[src/rtl/if_fetch_stage_if.sv]
// Fetch-stage bundle: instruction SRAM port, IF->ID handshake and ID redirect.
// master = fetch stage, slave = memory / decode side.
interface if_fetch_stage_if;
    logic        inst_sram_req;
    logic        inst_sram_wr;
    logic [1:0]  inst_sram_size;
    logic [3:0]  inst_sram_wstrb;
    logic [31:0] inst_sram_addr;
    logic [31:0] inst_sram_wdata;
    logic        inst_sram_addr_ok;
    logic        inst_sram_data_ok;
    logic [31:0] inst_sram_rdata;
    logic        id_allowin;
    logic        br_valid;
    logic [31:0] br_target;
    logic        if_to_id_valid;
    logic [31:0] if_to_id_pc;
    logic [31:0] if_to_id_inst;

    modport master (
        output inst_sram_req, inst_sram_wr, inst_sram_size, inst_sram_wstrb,
               inst_sram_addr, inst_sram_wdata,
        input  inst_sram_addr_ok, inst_sram_data_ok, inst_sram_rdata,
        input  id_allowin, br_valid, br_target,
        output if_to_id_valid, if_to_id_pc, if_to_id_inst
    );

    modport slave (
        input  inst_sram_req, inst_sram_wr, inst_sram_size, inst_sram_wstrb,
               inst_sram_addr, inst_sram_wdata,
        output inst_sram_addr_ok, inst_sram_data_ok, inst_sram_rdata,
        output id_allowin, br_valid, br_target,
        input  if_to_id_valid, if_to_id_pc, if_to_id_inst
    );
endinterface

[src/rtl/if_fetch_stage.sv]
// Pre-IF + IF front end: PC generation, single-outstanding SRAM fetch,
// one-entry return buffer and wrong-path cancellation on redirect.
module if_fetch_stage #(
    parameter logic [31:0] RESET_PC = 32'h1c000000
) (
    input  logic          clk,
    input  logic          resetn,
    if_fetch_stage_if.master bus
);

    logic [31:0] fetch_pc;
    logic [31:0] if_pc;
    logic [31:0] buf_q;
    logic [31:0] pend_target;
    logic        req_hold;
    logic        outst;
    logic        if_valid;
    logic        buf_valid;
    logic        cancel;
    logic        br_pend;

    logic        dok;
    logic        fresh_data;
    logic        deliver;
    logic        can_issue;
    logic        req;
    logic        accept;
    logic        held;

    // data_ok only counts against a request we actually have in flight
    assign dok        = bus.inst_sram_data_ok & outst;
    assign fresh_data = dok & ~cancel;

    assign bus.if_to_id_valid = if_valid & (buf_valid | fresh_data) & ~bus.br_valid;
    assign bus.if_to_id_pc    = if_pc;
    assign bus.if_to_id_inst  = buf_valid  ? buf_q :
                                fresh_data ? bus.inst_sram_rdata : 32'h0;

    assign deliver = bus.if_to_id_valid & bus.id_allowin;

    // A returning data_ok frees the outstanding slot in the same cycle,
    // which keeps the fetch stream at one instruction per clock.
    assign can_issue = resetn & ~cancel & (~outst | dok) &
                       (~if_valid | deliver | bus.br_valid);
    assign req    = req_hold | can_issue;
    assign accept = req & bus.inst_sram_addr_ok;
    assign held   = req & ~bus.inst_sram_addr_ok;

    assign bus.inst_sram_req   = req;
    assign bus.inst_sram_addr  = fetch_pc;
    assign bus.inst_sram_wr    = 1'b0;
    assign bus.inst_sram_size  = 2'b10;
    assign bus.inst_sram_wstrb = 4'h0;
    assign bus.inst_sram_wdata = 32'h0;

    always_ff @(posedge clk or negedge resetn) begin
        if (!resetn) begin
            fetch_pc    <= RESET_PC;
            if_pc       <= 32'h0;
            buf_q       <= 32'h0;
            pend_target <= 32'h0;
            req_hold    <= 1'b0;
            outst       <= 1'b0;
            if_valid    <= 1'b0;
            buf_valid   <= 1'b0;
            cancel      <= 1'b0;
            br_pend     <= 1'b0;
        end else begin
            req_hold <= held;

            if (accept)
                outst <= 1'b1;
            else if (dok)
                outst <= 1'b0;

            // A request accepted under a redirect, or one still in flight
            // when the redirect lands, must have its data thrown away.
            if (accept && (bus.br_valid || br_pend))
                cancel <= 1'b1;
            else if (bus.br_valid && outst && !dok)
                cancel <= 1'b1;
            else if (dok && cancel)
                cancel <= 1'b0;

            // addr must stay put while a request is held, so the redirect
            // target is parked until that request is accepted.
            if (bus.br_valid) begin
                if (held) begin
                    br_pend     <= 1'b1;
                    pend_target <= bus.br_target;
                end else begin
                    fetch_pc <= bus.br_target;
                    br_pend  <= 1'b0;
                end
            end else if (accept) begin
                if (br_pend) begin
                    fetch_pc <= pend_target;
                    br_pend  <= 1'b0;
                end else begin
                    fetch_pc <= fetch_pc + 32'd4;
                end
            end

            if (accept && !bus.br_valid && !br_pend) begin
                if_valid <= 1'b1;
                if_pc    <= fetch_pc;
            end else if (bus.br_valid || deliver || accept) begin
                if_valid <= 1'b0;
            end

            if (bus.br_valid || deliver) begin
                buf_valid <= 1'b0;
            end else if (fresh_data && if_valid) begin
                buf_valid <= 1'b1;
                buf_q     <= bus.inst_sram_rdata;
            end
        end
    end

endmodule
[src/flat_wrapper.sv]
// flat-port wrapper written by rule: the top's interface ports become plain ports
module if_fetch_stage_flat 
#(
    parameter logic [31:0] RESET_PC = 32'h1c000000
)
  (clk, resetn, bus_inst_sram_req, bus_inst_sram_wr, bus_inst_sram_size, bus_inst_sram_wstrb, bus_inst_sram_addr, bus_inst_sram_wdata, bus_inst_sram_addr_ok, bus_inst_sram_data_ok, bus_inst_sram_rdata, bus_id_allowin, bus_br_valid, bus_br_target, bus_if_to_id_valid, bus_if_to_id_pc, bus_if_to_id_inst);
  if_fetch_stage_if bus_i ();
  input  logic clk;
  input  logic resetn;
  output wire logic [$bits(bus_i.inst_sram_req)-1:0] bus_inst_sram_req;
  output wire logic [$bits(bus_i.inst_sram_wr)-1:0] bus_inst_sram_wr;
  output wire logic [$bits(bus_i.inst_sram_size)-1:0] bus_inst_sram_size;
  output wire logic [$bits(bus_i.inst_sram_wstrb)-1:0] bus_inst_sram_wstrb;
  output wire logic [$bits(bus_i.inst_sram_addr)-1:0] bus_inst_sram_addr;
  output wire logic [$bits(bus_i.inst_sram_wdata)-1:0] bus_inst_sram_wdata;
  input wire logic [$bits(bus_i.inst_sram_addr_ok)-1:0] bus_inst_sram_addr_ok;
  input wire logic [$bits(bus_i.inst_sram_data_ok)-1:0] bus_inst_sram_data_ok;
  input wire logic [$bits(bus_i.inst_sram_rdata)-1:0] bus_inst_sram_rdata;
  input wire logic [$bits(bus_i.id_allowin)-1:0] bus_id_allowin;
  input wire logic [$bits(bus_i.br_valid)-1:0] bus_br_valid;
  input wire logic [$bits(bus_i.br_target)-1:0] bus_br_target;
  output wire logic [$bits(bus_i.if_to_id_valid)-1:0] bus_if_to_id_valid;
  output wire logic [$bits(bus_i.if_to_id_pc)-1:0] bus_if_to_id_pc;
  output wire logic [$bits(bus_i.if_to_id_inst)-1:0] bus_if_to_id_inst;
  assign bus_inst_sram_req = bus_i.inst_sram_req;
  assign bus_inst_sram_wr = bus_i.inst_sram_wr;
  assign bus_inst_sram_size = bus_i.inst_sram_size;
  assign bus_inst_sram_wstrb = bus_i.inst_sram_wstrb;
  assign bus_inst_sram_addr = bus_i.inst_sram_addr;
  assign bus_inst_sram_wdata = bus_i.inst_sram_wdata;
  assign bus_i.inst_sram_addr_ok = bus_inst_sram_addr_ok;
  assign bus_i.inst_sram_data_ok = bus_inst_sram_data_ok;
  assign bus_i.inst_sram_rdata = bus_inst_sram_rdata;
  assign bus_i.id_allowin = bus_id_allowin;
  assign bus_i.br_valid = bus_br_valid;
  assign bus_i.br_target = bus_br_target;
  assign bus_if_to_id_valid = bus_i.if_to_id_valid;
  assign bus_if_to_id_pc = bus_i.if_to_id_pc;
  assign bus_if_to_id_inst = bus_i.if_to_id_inst;
  if_fetch_stage #(.RESET_PC(RESET_PC)) u_core (.clk(clk), .resetn(resetn), .bus(bus_i));
endmodule
[config.mk]
export PLATFORM = sky130hd
export DESIGN_NAME = if_fetch_stage_flat
export DESIGN_NICKNAME = d
export VERILOG_FILES = /design/src/rtl/if_fetch_stage_if.sv /design/src/rtl/if_fetch_stage.sv /design/src/flat_wrapper.sv
export SDC_FILE = /design/constraint.sdc
export NUM_CORES = 1
export LEC_CHECK = 0
export CELL_PAD_IN_SITES_DETAIL_PLACEMENT = 1
export CELL_PAD_IN_SITES_GLOBAL_PLACEMENT = 2
export CORE_AREA = 2 2 133 135
export CTS_CLUSTER_SIZE = 20
export DETAILED_ROUTE_END_ITERATION = 8
export DIE_AREA = 0 0 135 137
export DONT_BUFFER_PORTS = 1
export GPL_ROUTABILITY_DRIVEN = 0
export GPL_TIMING_DRIVEN = 0
export PLACE_DENSITY = 0.88
export SYNTH_ARGS = -nofsm -noshare
export SYNTH_HDL_FRONTEND = slang
export SYNTH_SLANG_ARGS = --single-unit
[constraint.sdc]
create_clock -name clk -period 3.3 [get_ports clk]
set_clock_uncertainty 0.2 [all_clocks]
set_input_delay 0.66 -clock clk [delete_from_list [all_inputs] [get_ports clk]]
set_output_delay 0.66 -clock clk [all_outputs]
set_load 0.005 [all_outputs]
==> results of run 1 <==
state kept, by name, summed over array words and instances (netlist names):
signal / flops
u_core.buf_q: 32
u_core.bus.if_to_id_pc: 32
u_core.bus.inst_sram_addr: 32
u_core.pend_target: 32
u_core.br_pend: 1
u_core.buf_valid: 1
u_core.cancel: 1
u_core.if_valid: 1
u_core.outst: 1
u_core.req_hold: 1
worst paths after layout:
kind,end,cells past startpoint,from
max,bus_if_to_id_inst[5],5,u_core.cancel
min,u_core.bus.if_to_id_pc[25],0,resetn
max reg2reg,u_core.bus.inst_sram_addr[15],7,u_core.br_pend
min reg2reg,u_core.pend_target[14],1,u_core.pend_target[14]
max in group asynchronous,u_core.bus.inst_sram_addr[27],0,resetn
min in group clk,u_core.buf_valid,1,bus_id_allowin
layout make-up:
cell class | instances | area (µm²)
well taps | 225 | 282
multi-input cells | 481 | 3230
plain buffers | 87 | 527
inverters | 7 | 26.3
flip-flops and latches | 134 | 3360
fillers | 1940 | 9000
clock buffers | 21 | 460
clock inverters | 11 | 174
power breakdown:
group          switching, mW  internal [mW]
combinational          0.807          0.764
clock                  0.729           1.31
sequential             0.708           2.30
total                   2.24           4.37
critical path, stage by stage (launching register included):
cell and delay [ps]:
dfrtp_1 390, and3b_1 210, buf_4 160, clkbuf_1 390
nand2_1 110, o21ai_0 290
metal layers:
layer | GRT usage | up-vias | wire (µm) | share of wire
li1 | - | 2452 | - | -
met1 | 0.272 | 2803 | 8320 | 0.40
met2 | 0.400 | 208 | 10400 | 0.50
met3 | 0.0737 | 28 | 1650 | 0.079
met4 | 0.0706 | 0 | 365 | 0.018
met5 | 0 | - | 0 | 0
cell families after synthesis:
group | Yosys count
buf+inv | 94
other cells | 2
compound gates | 161
xor+xnor | 2
mux | 103
simple gates | 175
fa+ha+maj | 1
flops | 134
cell usage in the layout, fill, tap and decap left out, types with 5 or more instances in the layout:
| cell | synthesis | layout |
|---|---|---|
| a31oi_1 | 5 | 5 |
| clkbuf_1 | 29 | 31 |
| a22o_1 | 8 | 8 |
| a21oi_1 | 19 | 19 |
| inv_1 | 7 | 7 |
| a22oi_1 | 9 | 9 |
| nand2_1 | 99 | 99 |
| buf_4 | 42 | 42 |
| buf_2 | 10 | 10 |
| nor2_1 | 21 | 21 |
| clkbuf_16 | 0 | 17 |
| o211ai_1 | 8 | 8 |
| nand4_1 | 5 | 5 |
| o21ai_0 | 68 | 68 |
| nand3_1 | 13 | 13 |
| nor3_1 | 8 | 8 |
| mux2_2 | 96 | 96 |
| mux2i_1 | 7 | 7 |
| a222oi_1 | 5 | 5 |
| conb_1 | 2 | 39 |
| dfrtp_1 | 131 | 131 |
cell usage after synthesis, drive strengths merged (4+ instances only):
cell,number
nand4,6
mux2i,7
a21oi,19
o211ai,9
a32oi,4
and3,4
o31a,4
nand3,15
o21ai,69
nor3,10
dfrtp,131
nand2,99
nor2,21
clkbuf,29
a222oi,5
a22oi,9
a31oi,5
a22o,8
a41oi,4
inv,7
mux2,96
buf,58
what timing repair did:
action	4_1_cts	5_1_grt
resized for setup	0	0
hold endpoints to repair	134	134
endpoints found under the setup margin	0	0
through the flow:
step | hold slack [ps] | total power [mW] | instance area [µm²] | cells | setup slack [ps]
floorplan | 164 | 4.00 | 7140 | 709 | 894
global placement | 168 | 4.45 | 7420 | 934 | 490
detailed placement | 167 | 4.60 | 7420 | 934 | 498
CTS | -285 | 6.67 | 8050 | 966 | 440
global route | -287 | 7.00 | 8050 | 966 | 309
finish | -269 | 6.61 | 8050 | 966 | 469
==> results.sh, run 1 <==
export IMPL_status="finished with violations"
export IMPL_violations="negative hold slack"
export IMPL_slew_violations=0
export IMPL_r2r_slack_ps=630
export IMPL_hp_class="primary input to asynchronous set/reset pin"
export IMPL_core_area_mm2=0.0171
export IMPL_cp_max_fo=10
export IMPL_yosysUniqueCellTypes=67
export IMPL_cts_buffer_depth=2
export IMPL_synth_xor_area_frac=0.00250
export IMPL_cts_buffers=17
export IMPL_yosysTopAreaCell="dfrtp_1"
export IMPL_drc=0
export IMPL_ys_seq_area_frac=0.480
export IMPL_setup_worst_path_start_class="flip-flop"
export IMPL_vias_per_cell=5.68
export IMPL_ys_async_sr_fraction=1.00
export IMPL_antenna_found_initial=0
export IMPL_finalCritPeriodShare=0.858
export IMPL_die_h_um=137
export IMPL_grt_remaining_overflow=0
export IMPL_nets=799
export IMPL_synth_area_mm2=0.00700
export IMPL_synthCells=672
export IMPL_rows=48
export IMPL_grt_pass1_vias=5976
export IMPL_clock_sinks=134
export IMPL_synth_compound_area_frac=0.153
export IMPL_dp_hpwl_um=14800
export IMPL_clk_pin_slew_ps=60
export IMPL_cts_htree_levels=4
export IMPL_setup_tns_ps=0
export IMPL_finish_utilization=0.472
export IMPL_maxCapViolations=0
export IMPL_start_util=0.410
export IMPL_first_iter_violations=205
export IMPL_synth_flop_cell="dfrtp_1"
export IMPL_hold_viol_final=134
export IMPL_io_buffer_count=0
export IMPL_ir_drop_mv=0.454
export IMPL_wl_per_cell_um=21.5
export IMPL_synth_edf_count=0
export IMPL_diodes=0
export IMPL_ios=207
export IMPL_yosys_top_cells_area="dfrtp_1 (47%), mux2_2 (15%), nand2_1 (5.3%), o21ai_0 (4.9%), buf_4 (4.5%)"
export IMPL_synth_top_family_by_area="multiplexers"
export IMPL_area_growth_pct=15.1
export IMPL_rsz0062_at_grt="false"
export IMPL_critical_path_class="flip-flop to primary output"
export IMPL_fin_crit_ps=2830
export IMPL_synth_seq_cells=134
export IMPL_clock_latency_ps=420
export IMPL_relSlewSlack=0.531
export IMPL_whs_ps=-269
export IMPL_synth_top_area_frac=0.468
export IMPL_drt_total_wl_um=20800
export IMPL_grtUsageTotal=0.230
export IMPL_cts_root_buffer_cell="clkbuf_16"
export IMPL_yosys_area_share_adder=0.00179
export IMPL_grt_start_max_net_pins=136
export IMPL_crit_required_ps=2440
export IMPL_cp_data_arrival_time_ps=1970
export IMPL_dieWidth_um=135
export IMPL_cp_end_kind="primary output"
export IMPL_syn_area_per_cell_um2=10.4
export IMPL_tightest_slew_ps=701
export IMPL_cts_tree="built"
export IMPL_clock_fmax_mhz=353
export IMPL_ant_nets=0
export IMPL_die_area_mm2=0.0185
export IMPL_p_leak_nw=3.51
export IMPL_drtPass1Iterations=5
export IMPL_drive_above_1_share=0.274
export IMPL_post_cts_buffers=0
export IMPL_synthMuxAreaShare=0.164
export IMPL_synthSimpleGateAreaFrac=0.119
export IMPL_report_final_setup_viol=0
export IMPL_grt_pass1_wl_um=32800
export IMPL_via_count=5491
export IMPL_power_density_mw_per_mm2=821
export IMPL_yosysWarnings=0
Note: power is estimated with default switching activity, not from simulation.
==> run 2: changes to the inputs <==
- CTS_CLUSTER_SIZE: 20 -> 12
- PLACE_DENSITY: 0.88 -> default
- PLACE_DENSITY_LB_ADDON: default -> 0.1
==> results.sh, run 2 (synthesis gave the netlist of run 1 again) <==
export IMPL_power_density_mw_per_mm2=799
export IMPL_relSlewSlack=0.499
export IMPL_drt_total_wl_um=20000
export IMPL_drive_above_1_share=0.274
export IMPL_slew_violations=0
export IMPL_combPwrFrac=0.242
export IMPL_dpl_instance_area_mm2=0.00742
export IMPL_cts_root_buffer_cell="clkbuf_16"
export IMPL_fin_area_mm2=0.00799
export IMPL_post_cts_buffers=0
export IMPL_die_area_mm2=0.0185
export IMPL_final_cells=966
export IMPL_reg2reg_depth=7
export IMPL_clock_fmax_mhz=354
export IMPL_cts_htree_levels=4
export IMPL_power_switching_mw=2.20
export IMPL_cts_buffer_depth=2
export IMPL_dp_hpwl_um=14400
export IMPL_via_count=5317
export IMPL_regArea_mm2=0.00336
export IMPL_nets=799
export IMPL_status="finished with violations"
export IMPL_tightest_slew_ps=751
export IMPL_start_util=0.410
export IMPL_die_h_um=137
export IMPL_ios=207
export IMPL_area_growth_pct=14.2
export IMPL_p_leak_nw=3.49
export IMPL_critical_path_slowest_cell="clkbuf_1"
export IMPL_dieWidth_um=135
export IMPL_grt_pass1_vias=5508
export IMPL_ant_nets=0
export IMPL_critPathMaxStageDelay_ps=480
export IMPL_sw_frac_of_total=0.344
export IMPL_clock_sinks=134
export IMPL_report_final_setup_viol=0
export IMPL_layout_common_cells="dfrtp_1 (131), nand2_1 (99), mux2_2 (96)"
export IMPL_worstReg2RegStart="u_core.br_pend"
export IMPL_grtUsageTotal=0.216
export IMPL_rsz0062_at_grt="false"
export IMPL_setup_worst_path_start_class="flip-flop"
export IMPL_place_inst=934
export IMPL_cts_tree="built"
export IMPL_drc=0
export IMPL_setup_tns_ps=0
export IMPL_hold_viol_final=132
export IMPL_violations="negative hold slack"
export IMPL_grt_start_max_net_pins=136
export IMPL_fin_crit_ps=2830
export IMPL_r2r_end="u_core.bus.inst_sram_addr[15]"
export IMPL_internal_power_mw=4.19
export IMPL_diodes=0
export IMPL_rows=48
export IMPL_worst_slack_ps=471
export IMPL_cp_end_kind="primary output"
export IMPL_cts_repair_resized=0
export IMPL_multiInputGateArea_mm2=0.00323
export IMPL_clockPowerShare=0.291
export IMPL_clk_pin_slew_ps=60
export IMPL_cts_buffers=17
export IMPL_fill_cells=1920
export IMPL_cpMostUsedCell="clkbuf_1"
export IMPL_worstPathCellList="clkbuf_1, clkbuf_1, nand2_1, o21ai_0"
export IMPL_core_area_mm2=0.0171
export IMPL_grt_pass1_wl_um=30700
export IMPL_grt_remaining_overflow=0
export IMPL_r2r_slack_ps=620
export IMPL_maxCapViolations=0
export IMPL_ir_drop_mv=0.450
export IMPL_first_iter_violations=177
export IMPL_vias_per_cell=5.50
export IMPL_p_seq_frac=0.467
export IMPL_mostFrequentLayoutCell="dfrtp_1"
export IMPL_critical_path_class="flip-flop to primary output"
export IMPL_finalCritPeriodShare=0.857
export IMPL_clock_latency_ps=420
export IMPL_pre_cts_slack_ps=543
export IMPL_crit_required_ps=2440
export IMPL_wl_per_cell_um=20.7
export IMPL_cp_data_arrival_time_ps=1970
export IMPL_io_buffer_count=0
export IMPL_cp_max_fo=10
export IMPL_drtPass1Iterations=5
export IMPL_whs_ps=-259
export IMPL_antenna_found_initial=0
export IMPL_hp_class="primary input to asynchronous set/reset pin"
[run 2: final cells by class]
cell class                      instances  area share
Buffer                                 87      0.0659
Clock inverter                         12      0.0161
Multi-Input combinational cell        481       0.404
Clock buffer                           20      0.0559
Tap cell                              225      0.0352
Sequential cell                       134       0.420
Inverter                                7     0.00329
[run 2: how the worst max path moves through the flow]
stage | from | endpoint | slack, ps | cells after the start
after CTS | u_core.cancel | bus_if_to_id_inst[25] | 420 | 5
after global placement | bus_br_valid | u_core.bus.if_to_id_pc[18] | 580 | 5
after floorplan | bus_inst_sram_data_ok | bus_inst_sram_req | 890 | 5
after global routing | u_core.cancel | bus_if_to_id_inst[22] | 310 | 5
final | u_core.buf_valid | bus_if_to_id_inst[22] | 470 | 4
after detailed placement | bus_br_valid | u_core.bus.inst_sram_addr[7] | 540 | 6
[run 2: power groups by stage]
stage	registers, mW	clock network [mW]	logic [mW]
finish	2.98	1.86	1.55
global route	3.09	1.96	1.72
CTS	3.00	1.90	1.56
detailed placement	3.02	0	1.56
global placement	2.98	0	1.48
floorplan	2.77	0	1.23
[run 2: stage by stage]
step,utilization,total power [mW]
after floorplan,-,4.00
after global placement,0.435,4.46
after CTS,0.469,6.46
final,0.469,6.39
after global routing,0.469,6.77
after detailed placement,0.435,4.58
[run 2: critical path, delay by kind of cell (launching register included)]
kind,cells,cell delay (ps)
buffers and inverters,2,850
and+or+nand+nor,1,110
AOI/OAI and AO/OA,1,170
DFF,1,420
[run 2: per-layer routing]
layer  routed length [µm]  GRT usage  vias up
met3                 1470     0.0596       27
li1                     -          -     2454
met2                 9870      0.370      162
met4                  449     0.0845        0
met1                 8180      0.258     2674
met5                    0          0        -
